<file path="src/rtl/cache_control_nway.sv">
// Control FSM for a WAYS-way write-back, write-allocate cache; owns the per-set tree PLRU.
// Define CACHE_CTRL_PERF_CNT_EN to add the hit_cnt/miss_cnt/wb_cnt performance counters.
module cache_control_nway #(
  parameter int unsigned WAYS = 2,
  parameter int unsigned SETS = 8,
  localparam int unsigned IDX_W = $clog2(SETS),
  localparam int unsigned WAY_W = $clog2(WAYS)
) (
  input  logic             clk,
  input  logic             rst,
  input  logic             mem_read,
  input  logic             mem_write,
  input  logic [IDX_W-1:0] set_idx,
  input  logic [WAYS-1:0]  hit,
  input  logic [WAYS-1:0]  valid,
  input  logic [WAYS-1:0]  dirty,
  input  logic             pmem_resp,
  output logic             mem_resp,
  output logic             pmem_read,
  output logic             pmem_write,
  output logic [WAY_W-1:0] way_sel,
  output logic [WAYS-1:0]  data_we,
  output logic             data_src,
  output logic [WAYS-1:0]  tag_load,
  output logic [WAYS-1:0]  valid_load,
  output logic [WAYS-1:0]  dirty_load,
  output logic             dirty_in,
`ifdef CACHE_CTRL_PERF_CNT_EN
  output logic [31:0]      hit_cnt,
  output logic [31:0]      miss_cnt,
  output logic [31:0]      wb_cnt,
`endif
  output logic             pmem_addr_sel
);

  localparam int unsigned PLRU_W = WAYS - 1;
  localparam int unsigned NODE_W = WAY_W + 1;

  typedef enum logic [1:0] {StCompare, StWriteBack, StAllocate} state_e;

  state_e            state_q, state_d;
  logic [WAY_W-1:0]  victim_q, victim_d;
  logic [PLRU_W-1:0] plru_q [SETS];
  logic [PLRU_W-1:0] plru_d;
  logic              plru_we;

  logic              req;
  logic [WAY_W-1:0]  hit_way, inv_way, plru_way, miss_way;
  logic [WAYS-1:0]   hit_oh, vic_oh;
  logic [2*WAYS-1:0] tree, tree_upd;
  logic [NODE_W-1:0] vnode, unode;

  assign req      = mem_read | mem_write;
  assign hit_oh   = WAYS'(1) << hit_way;
  assign vic_oh   = WAYS'(1) << victim_q;
  assign miss_way = (~&valid) ? inv_way : plru_way;
  assign plru_d   = tree_upd[PLRU_W-1:0];

  // Lowest-index hit way and lowest-index invalid way.
  always_comb begin
    hit_way = '0;
    inv_way = '0;
    for (int i = int'(WAYS) - 1; i >= 0; i--) begin
      if (hit[i])   hit_way = WAY_W'(i);
      if (!valid[i]) inv_way = WAY_W'(i);
    end
  end

  // Walk the heap-ordered tree: follow node bits for the victim, point away from hit_way on update.
  always_comb begin
    tree     = {{(WAYS + 1){1'b0}}, plru_q[set_idx]};
    tree_upd = tree;
    plru_way = '0;
    vnode    = '0;
    unode    = '0;
    for (int l = 0; l < int'(WAY_W); l++) begin
      plru_way[int'(WAY_W) - 1 - l] = tree[vnode];
      vnode = (vnode << 1) + NODE_W'(1) + NODE_W'(tree[vnode]);
      tree_upd[unode] = ~hit_way[int'(WAY_W) - 1 - l];
      unode = (unode << 1) + NODE_W'(1) + NODE_W'(hit_way[int'(WAY_W) - 1 - l]);
    end
  end

  always_comb begin
    state_d       = state_q;
    victim_d      = victim_q;
    plru_we       = 1'b0;
    mem_resp      = 1'b0;
    pmem_read     = 1'b0;
    pmem_write    = 1'b0;
    way_sel       = '0;
    data_we       = '0;
    data_src      = 1'b0;
    tag_load      = '0;
    valid_load    = '0;
    dirty_load    = '0;
    dirty_in      = 1'b0;
    pmem_addr_sel = 1'b0;
    unique case (state_q)
      StCompare: begin
        if (req && |hit) begin
          mem_resp = 1'b1;
          way_sel  = hit_way;
          plru_we  = 1'b1;
          // Simultaneous read and write is treated as a write.
          if (mem_write) begin
            data_we    = hit_oh;
            dirty_load = hit_oh;
            dirty_in   = 1'b1;
          end
        end else if (req) begin
          victim_d = miss_way;
          state_d  = (valid[miss_way] && dirty[miss_way]) ? StWriteBack : StAllocate;
        end
      end
      StWriteBack: begin
        pmem_write    = 1'b1;
        pmem_addr_sel = 1'b1;
        way_sel       = victim_q;
        if (pmem_resp) begin
          dirty_load = vic_oh;
          state_d    = StAllocate;
        end
      end
      StAllocate: begin
        pmem_read = 1'b1;
        way_sel   = victim_q;
        if (pmem_resp) begin
          data_we    = vic_oh;
          data_src   = 1'b1;
          tag_load   = vic_oh;
          valid_load = vic_oh;
          dirty_load = vic_oh;
          state_d    = StCompare;
        end
      end
      default: state_d = StCompare;
    endcase
  end

  always_ff @(posedge clk or posedge rst) begin
    if (rst) begin
      state_q  <= StCompare;
      victim_q <= '0;
      for (int s = 0; s < int'(SETS); s++) plru_q[s] <= '0;
    end else begin
      state_q  <= state_d;
      victim_q <= victim_d;
      if (plru_we) plru_q[set_idx] <= plru_d;
    end
  end

`ifdef CACHE_CTRL_PERF_CNT_EN
  logic was_alloc_q;

  always_ff @(posedge clk or posedge rst) begin
    if (rst) begin
      was_alloc_q <= 1'b0;
      hit_cnt     <= '0;
      miss_cnt    <= '0;
      wb_cnt      <= '0;
    end else begin
      was_alloc_q <= (state_q == StAllocate);
      // Re-lookups right after a fill are completions of a miss, not hits.
      if (mem_resp && !was_alloc_q) hit_cnt <= hit_cnt + 32'd1;
      if (state_q == StCompare && state_d != StCompare) miss_cnt <= miss_cnt + 32'd1;
      if (state_q == StWriteBack && state_d != StWriteBack) wb_cnt <= wb_cnt + 32'd1;
    end
  end
`endif

endmodule
</file>
<file path="config.mk">
export PLATFORM = sky130hd
export DESIGN_NAME = cache_control_nway
export DESIGN_NICKNAME = d
export VERILOG_FILES = /design/src/rtl/cache_control_nway.sv
export SDC_FILE = /design/constraint.sdc
export NUM_CORES = 1
export LEC_CHECK = 0
export ABC_AREA = 1
export CORE_MARGIN = 2
export CORE_UTILIZATION = 40
export DETAILED_ROUTE_END_ITERATION = 7
export PLACE_DENSITY = 0.79
export SYNTH_ARGS = -nofsm -noshare
export SYNTH_HDL_FRONTEND = slang
export SYNTH_SLANG_ARGS = --single-unit
export TNS_END_PERCENT = 1
</file>
<file path="constraint.sdc">
create_clock -name clk -period 1.6 [get_ports clk]
set_input_delay 0.24 -clock clk [delete_from_list [all_inputs] [get_ports clk]]
set_output_delay 0.24 -clock clk [all_outputs]
set_load 0.02 [all_outputs]
</file>
==> metrics.csv <==
stage,metric,value,unit
cts,clockBufferDepth,2,
critical_path,critical_path_launch_point,state_q[0],
synthesis,post_synth_top_area_share,32.40,%
grt,grt_start_max_net_pins,12,
critical_path,worstSetupEndpointType,primary output,
cts,htree_levels,1,
floorplan,floorplan.die.width,50.09,um
sta,post_route_clock_skew,0.001087,ns
floorplan,floorplan.die_area,2509,sq um
synthesis,syn-num-nets,141,
critical_path,crit_path_max_fanout,3,
sta,timing.max_slew.rel_slack,71.24,%
sta,setup_viol_count_final,4,
finish,regArea,275.3,sq um
placement,port_buffers,28,
cts,clkLatencyLatePin,0.27,ns
grt,globalRouteTotalUtil,17.55,%
finish,drive_above_1_share,31.29,%
finish,multi_input_comb_area,496.7,sq um
synthesis,synth_ff_type,sky130_fd_sc_hd__dfrtp_1,
power,cellLeakagePower,0.6659,nW
grt,antenna_found_initial,0,
synthesis,synth_async_sr_flop_share,100.0,%
cts,cts.hold.buffers_added,0,
route,viasPerCell,4.732,
critical_path,worstPathRequired,1.36,ns
critical_path,cpMaxStageDelayCell,sky130_fd_sc_hd__dfrtp_1,
sta,fin_crit_sh,101.6,%
critical_path,start_kind,register,
grt,first_pass_grt_wire_length,3415,um
placement,dpl-instance-area,1216,sq um
finish,antenna_cells_inserted,0,
finish,fillers,182,
route,num_vias,899,
synthesis,netlist_instances,123,
route,dr.pass1.iters,4,
critical_path,path_class,reg -> out,
synthesis,yosys.cell_count.top_type,sky130_fd_sc_hd__nand2_1,
status,failed_checks,setup timing,
critical_path,critical_path.cell_chain,inv_2 -> ha_4 -> nand2_1 -> inv_1 -> nand2_1 -> a21oi_1 -> buf_4,
route,drc,0,
finish,finish.instance_area,1242,sq um
critical_path,critPathArrivalTime,1.38,ns
grt,grt-ovfl-total,0,
synthesis,synth_seq_area_share,32.40,%
power,power.density,1396,nW/um^2
synthesis,ys_ff_latch,11,
floorplan,floorplan.initialDensity,42.87,%
critical_path,timing.critical_path.mode_cell,sky130_fd_sc_hd__nand2_1,
cts,numClockSinks,11,
sta,final_period_minus_worst_setup_slack,1.625,ns
critical_path,worst_path_largest_cell_delay,0.40,ns
synthesis,netlist.top_cell.by_area,sky130_fd_sc_hd__dfrtp_1,
synthesis,ys_top_cells_by_area,"sky130_fd_sc_hd__dfrtp_1, sky130_fd_sc_hd__nand2_1, sky130_fd_sc_hd__inv_1, sky130_fd_sc_hd__a21oi_1, sky130_fd_sc_hd__ha_1",
min_path,worstHoldPathType,in -> async,
floorplan,floorplan.core_area,1982,sq um
sta,rsz0062_at_grt,yes,
grt,grt_pass1_vias,839,
route,drt_first_iter_violations,5,
synthesis,synth_cell_types,20,
cts,clk_pin_slew,0.06,ns
floorplan,die_h,50.09,um
cts,clockRootBuffer,sky130_fd_sc_hd__clkbuf_4,
synthesis,post_synth_instance_area,849.6,sq um
job,max_cap_viol_count,0,
sta,final_hold_viol_count,0,
placement,place.gp.congestion,0.8709,
sta,worst_tran_pin_value,0.4309,ns
cts,cts_inserted_buffers,3,
critical_path,r2r_start,state_q[1],
route,wire_per_inst,10.88,um
sta,fin_tns_setup,-0.07377,ns
synthesis,post_synth_most_frequent_cells,"sky130_fd_sc_hd__nand2_1, sky130_fd_sc_hd__inv_1, sky130_fd_sc_hd__dfrtp_1",
placement,dp_hpwl,1617,um
route,routed_wirelength,2068,um
cts,tritoncts_clock_tree,built,
finish,final_nets,182,
sta,finalWorstSetupSlack,-0.02490,ns
power,power.total,0.001734,W
status,run_status,finished with violations,
critical_path,critical_path_buf_inv_count,3,
critical_path,worst_path_dominant_cell_family,flip-flops,
synthesis,syn_area_per_cell,6.907,sq um
synthesis,synth-edff-count,0,
floorplan,io_pins,29,
synthesis,synth.yosys.warnings,0,
sta,finalMaxSlewViolations,0,
power,max-vdd-ir-drop,0.7950,mV
finish,areaGrowthSynthToFinish,46.24,%
sta,max_frequency,615.4,MHz
route,detail-route-antenna-nets,0,
floorplan,placementRows,16,
-- kinds of logic after synthesis --
group	Yosys count	share of synthesized area (%)
AND/OR/NAND/NOR	54	30.78
buffers and inverters	28	13.70
AO/OA/AOI/OAI	26	17.23
flip-flops	11	32.40
adder cells (fa/ha/maj)	4	5.891
-- what timing repair did --
item / in CTS / in global routing
setup endpoints to repair: 19 / 19
resized for setup: 69 / 18
pin swaps: 3 / 0
buffers inserted: 1 / 0
-- worst paths after layout --
kind,slack (ns),to,cells after the start
setup / recovery,-0.02,dirty_load[0],7
hold reg to reg,0.50,plru_q[0],2
setup reg to reg,0.08,state_q[1],9
hold / removal,0.27,plru_q[5],2
max in group asynchronous,1.04,plru_q[6],2
min in group clk,0.50,plru_q[0],2
-- power by group --
part           switching (W)  internal [W]  total, W
logic               0.000585      0.000472   0.00106
clock network      0.0000897     0.0000966  0.000186
registers          0.0000842      0.000408  0.000492
total               0.000758      0.000976   0.00173
-- sequential cells by signal, indices dropped and copies added, names as in the netlist --
signal	count
state_q	2
plru_q	8
victim_q	1
-- metal layers --
metal	part of all wire [%]	vias to the layer above	global-route usage, %
met3	5.1	5	2.121
li1	-	469	-
met5	0	-	0
met1	42	397	20.60
met2	51	28	31.80
met4	1.9	0	6.944
-- cell usage in the layout (no fill, tap or decap), types with 2 or more instances in the layout --
cell / Yosys / layout
sky130_fd_sc_hd__nand2_1: 27 / 26
sky130_fd_sc_hd__buf_2: 0 / 5
sky130_fd_sc_hd__nand3_2: 4 / 4
sky130_fd_sc_hd__clkdlybuf4s50_1: 0 / 13
sky130_fd_sc_hd__nor2_4: 1 / 2
sky130_fd_sc_hd__nand2_2: 2 / 2
sky130_fd_sc_hd__nor2_2: 4 / 6
sky130_fd_sc_hd__ha_1: 4 / 2
sky130_fd_sc_hd__o21ai_0: 6 / 4
sky130_fd_sc_hd__a21oi_1: 10 / 9
sky130_fd_sc_hd__inv_1: 24 / 22
sky130_fd_sc_hd__nor2_1: 9 / 6
sky130_fd_sc_hd__buf_4: 3 / 20
sky130_fd_sc_hd__o21ai_1: 2 / 4
sky130_fd_sc_hd__inv_2: 1 / 3
sky130_fd_sc_hd__nand3_1: 5 / 5
sky130_fd_sc_hd__dfrtp_1: 11 / 11
sky130_fd_sc_hd__clkbuf_4: 0 / 3
sky130_fd_sc_hd__a31oi_1: 6 / 6
-- through the flow --
stage / worst slack, ns / cells / utilization (%) / hold WS (ns)
3_5_place_dp: -0.3535 / 185 / 61.36 / 0.4848
6_report: -0.02490 / 190 / 62.69 / 0.2655
3_3_place_gp: -0.3671 / 185 / 61.36 / 0.4683
4_1_cts: -0.03762 / 190 / 61.62 / 0.2795
5_1_grt: -0.1172 / 190 / 62.69 / 0.3259
2_1_floorplan: -0.09419 / 123 / - / 0.09244
-- final cells by class --
type / count / area share (%)
Tap cell: 27 / 2.719
Timing Repair Buffer: 39 / 25.48
Sequential cell: 11 / 22.16
Inverter: 25 / 7.553
Clock buffer: 4 / 2.115
Multi-Input combinational cell: 84 / 39.98
-- worst reg2reg max path: cells and delay by family, from the launching register on --
kind	cells	cell delay, ns
compound gates	2	0.25
simple gates	3	0.22
buf+inv	3	0.36
fa+ha+maj	1	0.19
flops	1	0.39
Note: power is estimated with default switching activity, not from simulation.
